`src/rtl/fifo_1r1w_small.sv`:
```
// Small one-read/one-write FIFO: ready/valid producer side, valid/yumi consumer side.
// Optional simulation-only protocol checks are enabled by defining FIFO_1R1W_SMALL_CHECK_EN.
module fifo_1r1w_small #(
  parameter int width_p = 8,
  parameter int els_p   = 32
) (
  input  logic               clk_i,
  input  logic               reset_n_i,
  input  logic [width_p-1:0] data_i,
  input  logic               v_i,
  output logic               ready_o,
  output logic [width_p-1:0] data_o,
  output logic               v_o,
  input  logic               yumi_i
);

  localparam int ptr_w_lp = (els_p > 2) ? $clog2(els_p) : 1;
  localparam logic [ptr_w_lp-1:0] last_ptr_lp = ptr_w_lp'(els_p - 1);

  // Handshake: a word is written when v_i & ready_o at posedge; the head is
  // removed when yumi_i (legal only while v_o) at posedge. Other requests are ignored.
  logic [width_p-1:0]  mem [els_p];
  logic [ptr_w_lp-1:0] rd_ptr_r, wr_ptr_r;
  logic [ptr_w_lp-1:0] rd_ptr_nxt, wr_ptr_nxt;
  logic                full_r, empty_r;
  logic                enq, deq;

  assign enq = v_i & ~full_r;
  assign deq = yumi_i & ~empty_r;

  assign rd_ptr_nxt = (rd_ptr_r == last_ptr_lp) ? '0 : rd_ptr_r + 1'b1;
  assign wr_ptr_nxt = (wr_ptr_r == last_ptr_lp) ? '0 : wr_ptr_r + 1'b1;

  assign ready_o = ~full_r;
  assign v_o     = ~empty_r;
  assign data_o  = mem[rd_ptr_r];

  always_ff @(posedge clk_i) begin
    if (enq) mem[wr_ptr_r] <= data_i;
  end

  always_ff @(posedge clk_i or negedge reset_n_i) begin
    if (!reset_n_i) begin
      rd_ptr_r <= '0;
      wr_ptr_r <= '0;
      full_r   <= 1'b0;
      empty_r  <= 1'b1;
    end else begin
      if (enq) wr_ptr_r <= wr_ptr_nxt;
      if (deq) rd_ptr_r <= rd_ptr_nxt;
      // Simultaneous enq/deq keeps occupancy, so the flags only move on one-sided traffic.
      if (enq && !deq) begin
        empty_r <= 1'b0;
        full_r  <= (wr_ptr_nxt == rd_ptr_r);
      end else if (deq && !enq) begin
        full_r  <= 1'b0;
        empty_r <= (rd_ptr_nxt == wr_ptr_r);
      end
    end
  end

`ifdef FIFO_1R1W_SMALL_CHECK_EN
  if (els_p < 2) begin : g_bad_els
    $error("fifo_1r1w_small: els_p must be >= 2");
  end

  always @(posedge clk_i) begin
    if (reset_n_i) begin
      if (v_i && !ready_o) $error("enq when full");
      if (yumi_i && !v_o)  $error("deq when empty");
    end
  end
`else
  // Illegal requests are filtered by the enq/deq qualification above.
`endif

endmodule

```
`config.mk`:
```
export PLATFORM = sky130hd
export DESIGN_NAME = fifo_1r1w_small
export DESIGN_NICKNAME = d
export VERILOG_FILES = /design/src/rtl/fifo_1r1w_small.sv
export SDC_FILE = /design/constraint.sdc
export NUM_CORES = 1
export LEC_CHECK = 0
export CAP_MARGIN = 10
export CORE_MARGIN = 2
export CORE_UTILIZATION = 40
export CTS_CLUSTER_SIZE = 40
export DETAILED_ROUTE_END_ITERATION = 6
export SLEW_MARGIN = 20
export SYNTH_ARGS = -nofsm -noshare
export SYNTH_HDL_FRONTEND = slang
export SYNTH_SLANG_ARGS = --single-unit
```
`constraint.sdc`:
```
create_clock -name clk_i -period 2.3 [get_ports clk_i]
set_clock_uncertainty 0.1 [all_clocks]
set_input_delay 0.46 -clock clk_i [delete_from_list [all_inputs] [get_ports clk_i]]
set_output_delay 0.46 -clock clk_i [all_outputs]
set_load 0.005 [all_outputs]
```
# --- Yosys cells after proc, flatten, opt, wreduce, memory -nomap -nowiden ---
# Memories as Yosys holds them, arrays and structs flattened.
# Index checks and enable logic that the tools add are counted.
totals:
  regBits: 12
  mem_bits_rw: 256
  input_bits: 12
  output_inout_bits: 10
  n_memories: 1
memory_table:
  columns: ["name", "depth", "word_bits", "read_ports", "rd_ports_with_merged_regs", "write_ports", "line_no", "text"]
  rows:
  - ["mem", 32, 8, 1, 0, 1, "22", "logic [width_p-1:0] mem [els_p];"]
classes:
  add_sub_neg: 2
  eq_ne: 4
  muxes: 8
  n_bitwise: 4
  n_reduce_logical: 5
ops:
  columns: ["cell", "count"]
  rows:
  - ["adder 5 x 1 -> 5 bit, second input constant", 2]
  - ["equality test 5 bit", 2]
  - ["equality test 5 bit, second input constant", 2]
  - ["two-way mux 5 bit", 2]
  - ["two-way mux 1 bit", 6]
  - ["AND 1 bit", 2]
  - ["logical AND 1 bit", 2]
  - ["logical NOT 1 bit", 2]
  - ["NOT 1 bit", 2]
  - ["nonzero test 2 bit", 1]

# --- Depth between registers and ports, before layout ---
# Gate-level depths: netlist (run 1).
depth:
  word_depth: 6
  depth_mapped: 8

# --- Worst setup path after synthesis (run 1) ---
# OpenSTA, ideal clock, no wires.
synth_timing:
  path_kind: "reg-to-output"
  startpoint: "register rd_ptr_r[0]"
  endpoint: "output data_o[5]"
  arrival_time_ps: 1701
  required_ps: 1740
  slack_ps: 39
  stages_incl_launch_ff: 7
  n_path_buf: 2
  path_cell_list: "dfrtp_1 -> buf_6 -> buf_12 -> mux4_2 -> a22o_1 -> a2111oi_4 -> a21oi_2"
synth_via:
  elab_chain_cells: 1
synth_rtl:
  columns: ["item", "line_no", "text"]
  rows:
  - ["from (decl)", "23", "logic [ptr_w_lp-1:0] rd_ptr_r, wr_ptr_r;"]
  - ["from (signal assigned)", "50", "if (deq) rd_ptr_r <= rd_ptr_nxt;"]
  - ["memory read (32 x 8 bit)", null, null]
  - ["to (decl)", "12", "output logic [width_p-1:0] data_o,"]
# Every way passes these cells.

# --- Worst setup path in the final report (run 1) ---
layout_timing:
  startpoint: "register rd_ptr_r[0]"
  endpoint: "output data_o[4]"
# Same word-level chain as after synthesis.

==> results of run 1 <==
==> power by group through the flow <==
| stage | sequential, mW | combinational [mW] | clock [mW] |
|---|---|---|---|
| 2_1_floorplan | 5.88 | 3.14 | 0 |
| 3_3_place_gp | 6.07 | 5.12 | 0 |
| 3_5_place_dp | 6.09 | 5.19 | 0 |
| 4_1_cts | 5.95 | 6.29 | 4.67 |
| 5_1_grt | 5.98 | 6.71 | 4.87 |
| 6_report | 5.95 | 6.31 | 4.59 |
==> how the worst min path moves through the flow <==
stage               from           to  slack (ns)  depth (start not counted)
2_1_floorplan  reset_n_i       full_r        0.06                          0
3_5_place_dp      full_r       full_r        0.40                          1
4_1_cts        reset_n_i  wr_ptr_r[0]        0.23                          1
6_report       reset_n_i  wr_ptr_r[0]        0.23                          1
3_3_place_gp      full_r       full_r        0.42                          1
5_1_grt        reset_n_i  wr_ptr_r[2]        0.26                          1
==> stage by stage <==
step,area (µm²),worst slack (ns),hold slack [ns],instances,utilization (%)
detailed placement,12100,-1.05,0.404,997,45.4
global route,13600,-0.946,0.257,1078,51.0
floorplan,10800,0.0393,0.0644,567,-
CTS,13600,-0.880,0.235,1075,50.9
finish,13600,-0.871,0.233,1078,51.0
global placement,12100,-1.03,0.420,997,45.4
==> cell type report <==
type	count	area [µm²]	area share, %
Clock buffer	30	687	5.04
Tap cell	341	427	3.13
Inverter	7	26.3	0.193
Timing Repair Buffer	154	1400	10.3
Clock inverter	18	244	1.79
Sequential cell	268	7990	58.7
Multi-Input combinational cell	260	2850	20.9
==> logic make-up (layout without fill, tap and decap cells) <==
logic type | after synthesis | after routing | synth area share (%)
flip-flops | 268 | 268 | 73.9
XOR/XNOR | 9 | 9 | 0.729
multiplexers | 85 | 85 | 13.5
buffers and inverters | 39 | 209 | 2.04
AND/OR/NAND/NOR | 88 | 88 | 3.95
adder cells (fa/ha/maj) | 8 | 8 | 0.926
AO/OA/AOI/OAI | 70 | 70 | 4.99
==> sequential cells by signal, indices dropped and copies added, names as in the netlist <==
name and flops:
rd_ptr_r 5, mem 256, wr_ptr_r 5, full_r 1, empty_r 1
==> metal layers <==
layer  wire length (µm)  track usage (%)  vias up
met1              10300             23.9     2989
met4                599             5.02        0
li1                   -                -     2617
met2              12300             30.3      164
met5                  0                0        -
met3               1400             2.37       42
==> cell usage after synthesis (all sizes together), types with 2 or more instances <==
master | n | area, µm²
a32o | 2 | 20.0
and3 | 2 | 12.5
xor2 | 8 | 70.1
nand3b | 4 | 30.0
clkbuf | 12 | 45.0
dfrtp | 11 | 275
o22ai | 7 | 43.8
o221ai | 8 | 70.1
inv | 6 | 22.5
edfxtp | 256 | 7690
a2111oi | 7 | 92.6
nand2b | 2 | 12.5
mux4 | 47 | 1070
buf | 20 | 149
nor4 | 3 | 18.8
nor2 | 39 | 146
a22oi | 9 | 67.6
mux2i | 35 | 350
ha | 8 | 100
nor2b | 6 | 37.5
o21ai | 6 | 30.0
a22o | 7 | 61.3
a21oi | 15 | 78.8
mux2 | 3 | 33.8
nand2 | 18 | 67.6
nor3b | 2 | 15.0
nand3 | 4 | 20.0
==> timing repair <==
action	CTS	global route
pin swaps	20	8
setup endpoints to repair	11	11
buffers inserted	33	5
gates cloned	1	0
hold buffers	0	0
hold endpoints to repair	0	0
resized for setup	96	10
==> results.md, run 1 <==
* Mapped Cells at 567
* Kind of end point of the critical path: output pin
* Total GRT Usage at 17.7%
* CTS Buf Count at 27
* Post-Syn Nets at 587
* Layout Nets at around 740
* Chip width at roughly 170 µm
* Status: complete, but fails checks
* Ratio of cells with drive above 1 in the final layout at 36.9%
* Final Setup Violations at 9
* P_sw at between 5 and 6 mW
* Critical Path End: data_o[4]
* Seq pwr share at 35.3%
* Crit-path most repeated cell: buf_6
* Routed vias at 5,812
* Total congestion overflow at 0
* Rel. slew slack at 57.5%
* Count of final max-slew check failures at 0
* CP max FO at 5
* Slew @ Worst Pin at 0.635 ns
* Pre-antenna DRT Iters at 4
* Layout fillers at 2,142
* CP max stage delay at 0.53 ns
* ANT nets after route at 0
* Commonest non-fill, non-tap cells in the layout: 256 x edfxtp_1, 105 x buf_4, 47 x mux4_2
* Iter 0 DRT Violations at 557
* Starting Density at 40.5%
* CTS sink cnt at 268
* Pwr/cell area at roughly 1200 mW/mm²
* Vias in the first global route at 6,190
* H-Tree Depth at 1
* Fin Setup TNS at -6.59 ns
* Pwr Total at between 15 and 20 mW
* Failing checks: setup timing
* Hold crit path type: input port to async pin
* CTS Buffer Depth at 3
* Mapped cell area at 0.0108 mm²
* Final Hold Fails at 0
* Fmax at 315 MHz
* Final Cycle Share at 138%
* P_leak at 4.69 nW
* Arrival time at the worst endpoint at 2.61 ns
* Mapped Avg Cell Area at 19.1 µm²
* Placeable core area at 0.0267 mm²
* RSZ-0062 raised after global routing: true
* FP Rows at 60
* Warning count from the yosys run at 0
* Die Area at ~0.028 mm²
* Pin count of the biggest net entering global routing at 33
* Worst Path Required at 1.74 ns
* CP top delay family: compound AO/OA/AOI/OAI gates
* Cell Int Power at 11.8 mW
* Post-synth top flop: edfxtp_1
* Port Buf Inserts at 21
* DRC viols at 0
* Switching Fraction at around 30%
* Placer Congestion at 0.791
* Critical setup path kind: flip-flop to output pin
* Minimum clock period at 3.17 ns
* CTS tree: yes
* Worst skew pair latency at 0.52 ns
* Max_cap viols at 0
* Sequential share of the synthesized area at 73.9%
* Reg-to-reg slack, setup at -0.11 ns
* Clk pwr share at 27.2%
* Initial antenna violation count at 0
* Comb pwr share at 37.5%
* Die height at 168 µm
* CTS clk-pin slew, worst paths at 0.06 ns
* Total wire length at 24,600 µm
* Area grow syn2layout at 26.1%
* Sum of buffers and inverters on the critical path at 4
* R2r endpoint: empty_r
* Netlist cell types at 55
* Vias/cell at around 5.4
* Peak VDD IR at 0.558 mV
* Per-cell routed wire length at 22.9 µm
* Synthesized flop and latch total at 268
* Setup WS post-layout at -0.871 ns
* Async SR Flop Fraction at between 4 and 5%
* Critical path depth in cells at 8
* Root Buffer Master: clkbuf_16
* Number of diodes at 0
* Commonest non-fill, non-tap cell in the layout: edfxtp_1
* Post-synth EDFFs at 256
* Detail Placement HPWL at around 16,000 µm
* CP startpoint: rd_ptr_r[0]
* Startpoint class of the critical path: flip-flop
* R2r worst-path depth at 11
* I/O pin count at 22
* Worst path cell trace: buf_6, buf_6, mux4_2, a22o_4, a2111oi_4, buf_4, a21oi_2, buf_2
* FF-to-FF Start: rd_ptr_r[0]
* Slowest CP cell: dfrtp_4
* First-pass GRT wire length at 37,800 µm
(Power assumes the default switching activity.)
==> inputs of run 2 (changes only) <==
CELL_PAD_IN_SITES_DETAIL_PLACEMENT = 1   (was unset)
CELL_PAD_IN_SITES_GLOBAL_PLACEMENT = 1   (was unset)
PLACE_DENSITY_LB_ADDON = 0.1   (was unset)
==> results.md, run 2 (synthesized netlist as in run 1, its figures left out) <==
* Status: complete, but fails checks (unchanged)
* Failing checks: setup timing (unchanged)
* CTS clk-pin slew, worst paths at 0.06 ns (about the same)
* Pin count of the biggest net entering global routing at 33 (unchanged)
* Most flop-heavy register: mem (unchanged)
* Count of final max-slew check failures at 0 (unchanged)
* Routed vias at 5,877 (was 5,812)
* Largest regs: mem: 256 flops, rd_ptr_r: 5 flops, wr_ptr_r: 5 flops (unchanged)
* Chip width at 168 µm (unchanged)
* Worst path cell trace: buf_6, buf_6, buf_6, mux4_2, a22o_4, a2111oi_4, a21oi_1, buf_2 (was buf_6, buf_6, mux4_2, a22o_4, a2111oi_4, buf_4, a21oi_2, buf_2)
* CP top delay family: compound AO/OA/AOI/OAI gates (unchanged)
* Commonest non-fill, non-tap cells in the layout: 256 x edfxtp_1, 100 x buf_4, 46 x mux4_2 (was 256 x edfxtp_1, 105 x buf_4, 47 x mux4_2)
* Pwr/cell area at 1240 mW/mm² (about the same)
* Fmax at 311 MHz (was 315 MHz)
* Commonest non-fill, non-tap cell in the layout: edfxtp_1 (unchanged)
* Per-cell routed wire length at 25.8 µm (was 22.9 µm)
* Pre-antenna DRT Iters at 6 (was 4)
* Crit-path most repeated cell: buf_6 (unchanged)
* Pwr Total at 16.9 mW (about the same)
* RSZ-0062 raised after global routing: true (unchanged)
* H-Tree Depth at 1 (unchanged)
* Initial antenna violation count at 0 (unchanged)
* Startpoint class of the critical path: flip-flop (unchanged)
* CP max stage delay at 0.53 ns (about the same)
* Slowest CP cell: dfrtp_4 (unchanged)
* Worst skew pair latency at 0.54 ns (was 0.52 ns)
* ANT nets after route at 0 (unchanged)
* Iter 0 DRT Violations at 289 (was 557)
* CTS sink cnt at 268 (unchanged)
* Final Cycle Share at 140% (was 138%)
* Dpl cells at 1,002 (was 997)
* CP max FO at 6 (was 5)
* Ratio of cells with drive above 1 in the final layout at 37.8% (was 36.9%)
* Total congestion overflow at 0 (unchanged)
* Rel. slew slack at 57.0% (was 57.5%)
* Vias in the first global route at 6,430 (was 6,190)
* Placed instance area at 0.0121 mm² (unchanged)
* Max_cap viols at 0 (unchanged)
* Final Hold Fails at 0 (unchanged)
* Kind of end point of the critical path: output pin (unchanged)
* Area grow syn2layout at 26.8% (was 26.1%)
* Peak VDD IR at 0.711 mV (was 0.558 mV)
* CTS Buffer Depth at 3 (unchanged)
* P_leak at 4.68 nW (was 4.69 nW)
* Placeable core area at 0.0267 mm² (unchanged)
* CTS Buf Count at 29 (was 27)
* Post-route insts no fill at 1,081 (was 1,078)
* Vias/cell at 5.44 (was 5.39)
* Slew @ Worst Pin at 0.642 ns (was 0.635 ns)
* Starting Density at 40.5% (unchanged)
* Die Area at 0.0284 mm² (unchanged)
* Hold crit path type: input port to async pin (unchanged)
* Port Buf Inserts at 21 (unchanged)
* Root Buffer Master: clkbuf_16 (unchanged)
* Total wire length at 27,900 µm (was 24,600 µm)
* FP Rows at 60 (unchanged)
* Minimum clock period at 3.21 ns (was 3.17 ns)
* DRC viols at 0 (unchanged)
* Layout Nets at 739 (was 738)
* Arrival time at the worst endpoint at 2.65 ns (was 2.61 ns)
* Finished Core Util at 51.3% (was 51.0%)
* Flip-flop count of the largest register after layout at 256 (unchanged)
* CTS tree: yes (unchanged)
* Worst Path Required at 1.74 ns (about the same)
* First-pass GRT wire length at 42,200 µm (was 37,800 µm)
* Number of diodes at 0 (unchanged)
* Post-route cell area at 0.0137 mm² (was 0.0136 mm²)
* Hold slack at 0.219 ns (was 0.233 ns)
* Setup WS post-layout at -0.913 ns (was -0.871 ns)
* Sum of buffers and inverters on the critical path at 4 (unchanged)
* Final Setup Violations at 9 (unchanged)
* Critical setup path kind: flip-flop to output pin (unchanged)
* Total GRT Usage at 20.3% (was 17.7%)
* I/O pin count at 22 (unchanged)
* Die height at 168 µm (unchanged)
* Detail Placement HPWL at 17,500 µm (was 15,600 µm)
* Placer Congestion at 0.774 (was 0.791)
[run 2: cell count changes in the layout (fill, tap and decap cells not counted), sizes merged]
cell    before  now
bufinv       6    3
clkbuf      30   33
bufbuf       1    0
clkinv      11   16
inv          7    6
[run 2: worst paths after layout]
check / startpoint / end / slack, ns / depth (start not counted)
max reg2reg: rd_ptr_r[0] / empty_r / -0.05 / 10
min: reset_n_i / wr_ptr_r[0] / 0.22 / 1
min in group clk_i: full_r / full_r / 0.42 / 1
min reg2reg: full_r / full_r / 0.42 / 1
max: rd_ptr_r[0] / data_o[3] / -0.91 / 8
max in group asynchronous: reset_n_i / rd_ptr_r[2] / 1.40 / 1
[run 2: where the power goes]
group / switching (mW) / internal, mW / total, mW
registers: 0.233 / 5.71 / 5.95
clock network: 1.83 / 2.62 / 4.45
logic: 3.19 / 3.34 / 6.53
[run 2: layout make-up]
cell class	count	area [µm²]
fillers	2453	13000
flip-flops and latches	268	8000
multi-input cells	260	2950
repair buffers	153	1410
clock buffers	33	741
well taps	341	427
clock inverters	19	161
inverters	7	26.3
[run 2: stage by stage]
step	TNS [ns]	setup WS, ns
3_3_place_gp	-7.38	-0.963
6_report	-6.65	-0.913
3_5_place_dp	-7.78	-1.02
4_1_cts	-7.19	-0.934
2_1_floorplan	0	0.0393
5_1_grt	-7.41	-1.00
[run 2: repair_timing]
| action | in CTS | in global routing |
|---|---|---|
| setup endpoints to repair | 12 | 11 |
| pin swaps | 19 | 15 |
| gates resized for setup | 89 | 34 |
| buffers inserted | 24 | 9 |
| endpoints found under the hold margin | 0 | 0 |
| cloned | 2 | 0 |
| hold buffers | 0 | 0 |
[run 2: layer usage]
layer	share of wire [%]	GRT usage, %	wire length, µm	vias up
met5	0	0	0	-
met1	44	28.1	12300	3108
met2	50	34.7	14000	110
li1	-	-	-	2625
met3	3.6	2.26	1020	34
met4	1.9	4.80	519	0
==> inputs of run 3 (changes only) <==
CORE_UTILIZATION = 49   (was 40)
clock period = 2.88 ns   (was 2.3 ns; I/O delays follow)
==> results.md, run 3 (synthesized netlist as in run 1, its figures left out) <==
* Cell Int Power at 8.65 mW (was 11.7 mW)
* Per-cell routed wire length at 26.3 µm (was 25.8 µm)
* Die height at 153 µm (was 168 µm)
* P_leak at 4.38 nW (was 4.68 nW)
* Chip width at 153 µm (was 168 µm)
* Most flop-heavy register: mem (unchanged)
* RSZ-0062 raised after global routing: true (unchanged)
* Total wire length at 25,700 µm (was 27,900 µm)
* P_sw at 3.96 mW (was 5.25 mW)
* CP max FO at 7 (was 6)
* R2r endpoint: rd_ptr_r[2] (was empty_r)
* Largest regs: mem: 256 flops, rd_ptr_r: 5 flops, wr_ptr_r: 5 flops (unchanged)
* Layout fillers at 1,915 (was 2,453)
* Iter 0 DRT Violations at 304 (was 289)
* Reg-to-reg slack, setup at 0.20 ns (was -0.05 ns)
* Initial antenna violation count at 0 (unchanged)
* Met1 wire length at 10,500 µm (was 12,300 µm)
* Kind of end point of the critical path: output pin (unchanged)
* Die Area at 0.0233 mm² (was 0.0284 mm²)
* Setup WS post-layout at -0.403 ns (was -0.913 ns)
* Pre-antenna DRT Iters at 4 (was 6)
* Arrival time at the worst endpoint at 2.61 ns (was 2.65 ns)
* Worst path cell trace: buf_12, buf_6, mux4_2, a22o_4, a2111oi_4, buf_4, a21oi_2, buf_2 (was buf_6, buf_6, buf_6, mux4_2, a22o_4, a2111oi_4, a21oi_1, buf_2)
* Sum of buffers and inverters on the critical path at 4 (unchanged)
* Combined area of the multi-input logic cells at 0.00281 mm² (was 0.00295 mm²)
* Pin count of the biggest net entering global routing at 33 (unchanged)
* Number of diodes at 0 (unchanged)
* FP Rows at 54 (was 60)
* Placeable core area at 0.0218 mm² (was 0.0267 mm²)
* CTS Buffer Depth at 3 (unchanged)
* Met2 wire len at 13,300 µm (was 14,000 µm)
* Post-route insts no fill at 974 (was 1,081)
* FF-to-FF Start: rd_ptr_r[0] (unchanged)
* Worst Path Required at 2.20 ns (was 1.74 ns)
* Starting Density at 49.7% (was 40.5%)
* Seq pwr share at 37.9% (was 35.1%)
* R2r worst-path depth at 8 (was 10)
* Rel. slew slack at 40.8% (was 57.0%)
* Commonest non-fill, non-tap cell in the layout: edfxtp_1 (unchanged)
* CTS tree: yes (unchanged)
* Startpoint class of the critical path: flip-flop (unchanged)
* CTS Hold Buffers Added at 0 (unchanged)
* Flip-flop count of the largest register after layout at 256 (unchanged)
* Root Buffer Master: clkbuf_16 (unchanged)
* Fmax at 305 MHz
* I/O pin count at 22 (unchanged)
* Failing checks: setup timing (unchanged)
* CTS sink cnt at 268 (unchanged)
* First-pass GRT wire length at 39,300 µm (was 42,200 µm)
* Slew @ Worst Pin at 0.885 ns (was 0.642 ns)
* ANT nets after route at 0 (unchanged)
* Area grow syn2layout at 20.1% (was 26.8%)
* Pwr/cell area at 971 mW/mm² (was 1240 mW/mm²)
* Count of final max-slew check failures at 0 (unchanged)
* Total congestion overflow at 0 (unchanged)
* Hold crit path type: input port to async pin (unchanged)
* Detail Placement HPWL at 16,600 µm (was 17,500 µm)
* Switching Fraction at 31.4% (was 31.0%)
* Total GRT Usage at 22.6% (was 20.3%)
* Register area at 0.00799 mm² (was 0.00800 mm²)
* H-Tree Depth at 1 (unchanged)
* Max_cap viols at 0 (unchanged)
* Dpl cells at 909 (was 1,002)
* DRC viols at 0 (unchanged)
* Peak VDD IR at 0.577 mV (was 0.711 mV)
* Clk pwr share at 26.0% (was 26.3%)
* Status: complete, but fails checks (unchanged)
* Vias/cell at 5.82 (was 5.44)
* Port Buf Inserts at 21 (unchanged)
* Final Setup Violations at 8 (was 9)
* Comb pwr share at 36.0% (was 38.6%)
* Commonest non-fill, non-tap cells in the layout: 256 x edfxtp_1, 72 x buf_4, 43 x mux4_2 (was 256 x edfxtp_1, 100 x buf_4, 46 x mux4_2)
* CP top delay family: buffers and inverters (was compound AO/OA/AOI/OAI gates)
* Met3 WL post-DR at 1410 µm (was 1020 µm)
* Final Cycle Share at 114%
* CTS clk-pin slew, worst paths at 0.06 ns (about the same)
* Critical setup path kind: flip-flop to output pin (unchanged)
* Minimum clock period at ~3.3 ns
* Finished Core Util at 59.7% (was 51.3%)
* Slowest CP cell: dfrtp_4 (unchanged)
* Worst skew pair latency at 0.53 ns (was 0.54 ns)
* Vias in the first global route at 6,309 (was 6,430)
* Final Hold Fails at 0 (unchanged)
* CP max stage delay at 0.53 ns (about the same)
* Routed vias at 5,664 (was 5,877)
* Pwr Total at 12.6 mW (was 16.9 mW)
* Placer Congestion at 0.765 (was 0.774)
* Ratio of cells with drive above 1 in the final layout at 31.4% (was 37.8%)
* Top sig layer: met4 (unchanged)
* DP Worst Slack at -0.458 ns (was -1.02 ns)
* CTS Buf Count at 27 (was 29)
* Layout Nets at 693 (was 739)
## run 3: changes by cell type in the layout (fill, tap and decap cells not counted), sizes merged
cell	previous run	this run
buf	140	96
clkinv	16	15
inv	6	7
clkinvlp	1	4
clkbuf	33	30
bufinv	3	1
## run 3: metrics by stage
stage                     TNS (ns)  instance area, µm²  hold slack, ns
after global routing         -3.36               13000           0.379
final                        -2.82               13000           0.350
after global placement       -2.63               11800           0.387
after CTS                    -2.97               13000           0.364
after floorplan                  0               10800           0.180
after detailed placement     -2.93               11800           0.408
## run 3: how the worst max path moves through the flow
| stage | start | end | slack, ns | depth (start not counted) |
|---|---|---|---|---|
| finish | rd_ptr_r[0] | data_o[4] | -0.40 | 8 |
| global route | rd_ptr_r[0] | data_o[4] | -0.49 | 8 |
| CTS | rd_ptr_r[0] | data_o[4] | -0.41 | 7 |
| detailed placement | rd_ptr_r[0] | data_o[4] | -0.46 | 6 |
| global placement | rd_ptr_r[0] | data_o[4] | -0.45 | 6 |
| floorplan | rd_ptr_r[0] | data_o[5] | 0.50 | 6 |
## run 3: metal layers
layer | GRT usage (%) | up-vias
met5 | 0 | -
met4 | 5.69 | 0
met3 | 4.04 | 29
met2 | 39.6 | 138
met1 | 29.5 | 2968
li1 | - | 2529
## run 3: power by group through the flow
stage	Sequential [mW]	Clock (mW)	Combinational, mW
after floorplan	4.69	0	2.51
after global placement	4.90	0	3.92
after detailed placement	4.92	0	3.99
after CTS	4.78	3.34	4.54
after global routing	4.81	3.47	4.88
final	4.78	3.29	4.54
## run 3: timing repair
item,in CTS,in global routing
buffers inserted,14,2
setup endpoints to repair,8,8
pin swaps,15,4
hold endpoints to repair,0,0
resized for setup,66,4
## run 3: final cells by class
cell class | instances | area share [%]
multi-input combinational | 260 | 21.6
inverter | 7 | 0.202
sequential | 268 | 61.6
tap | 280 | 2.70
timing repair buffer | 109 | 7.56
clock buffer | 30 | 5.29
clock inverter | 20 | 1.06
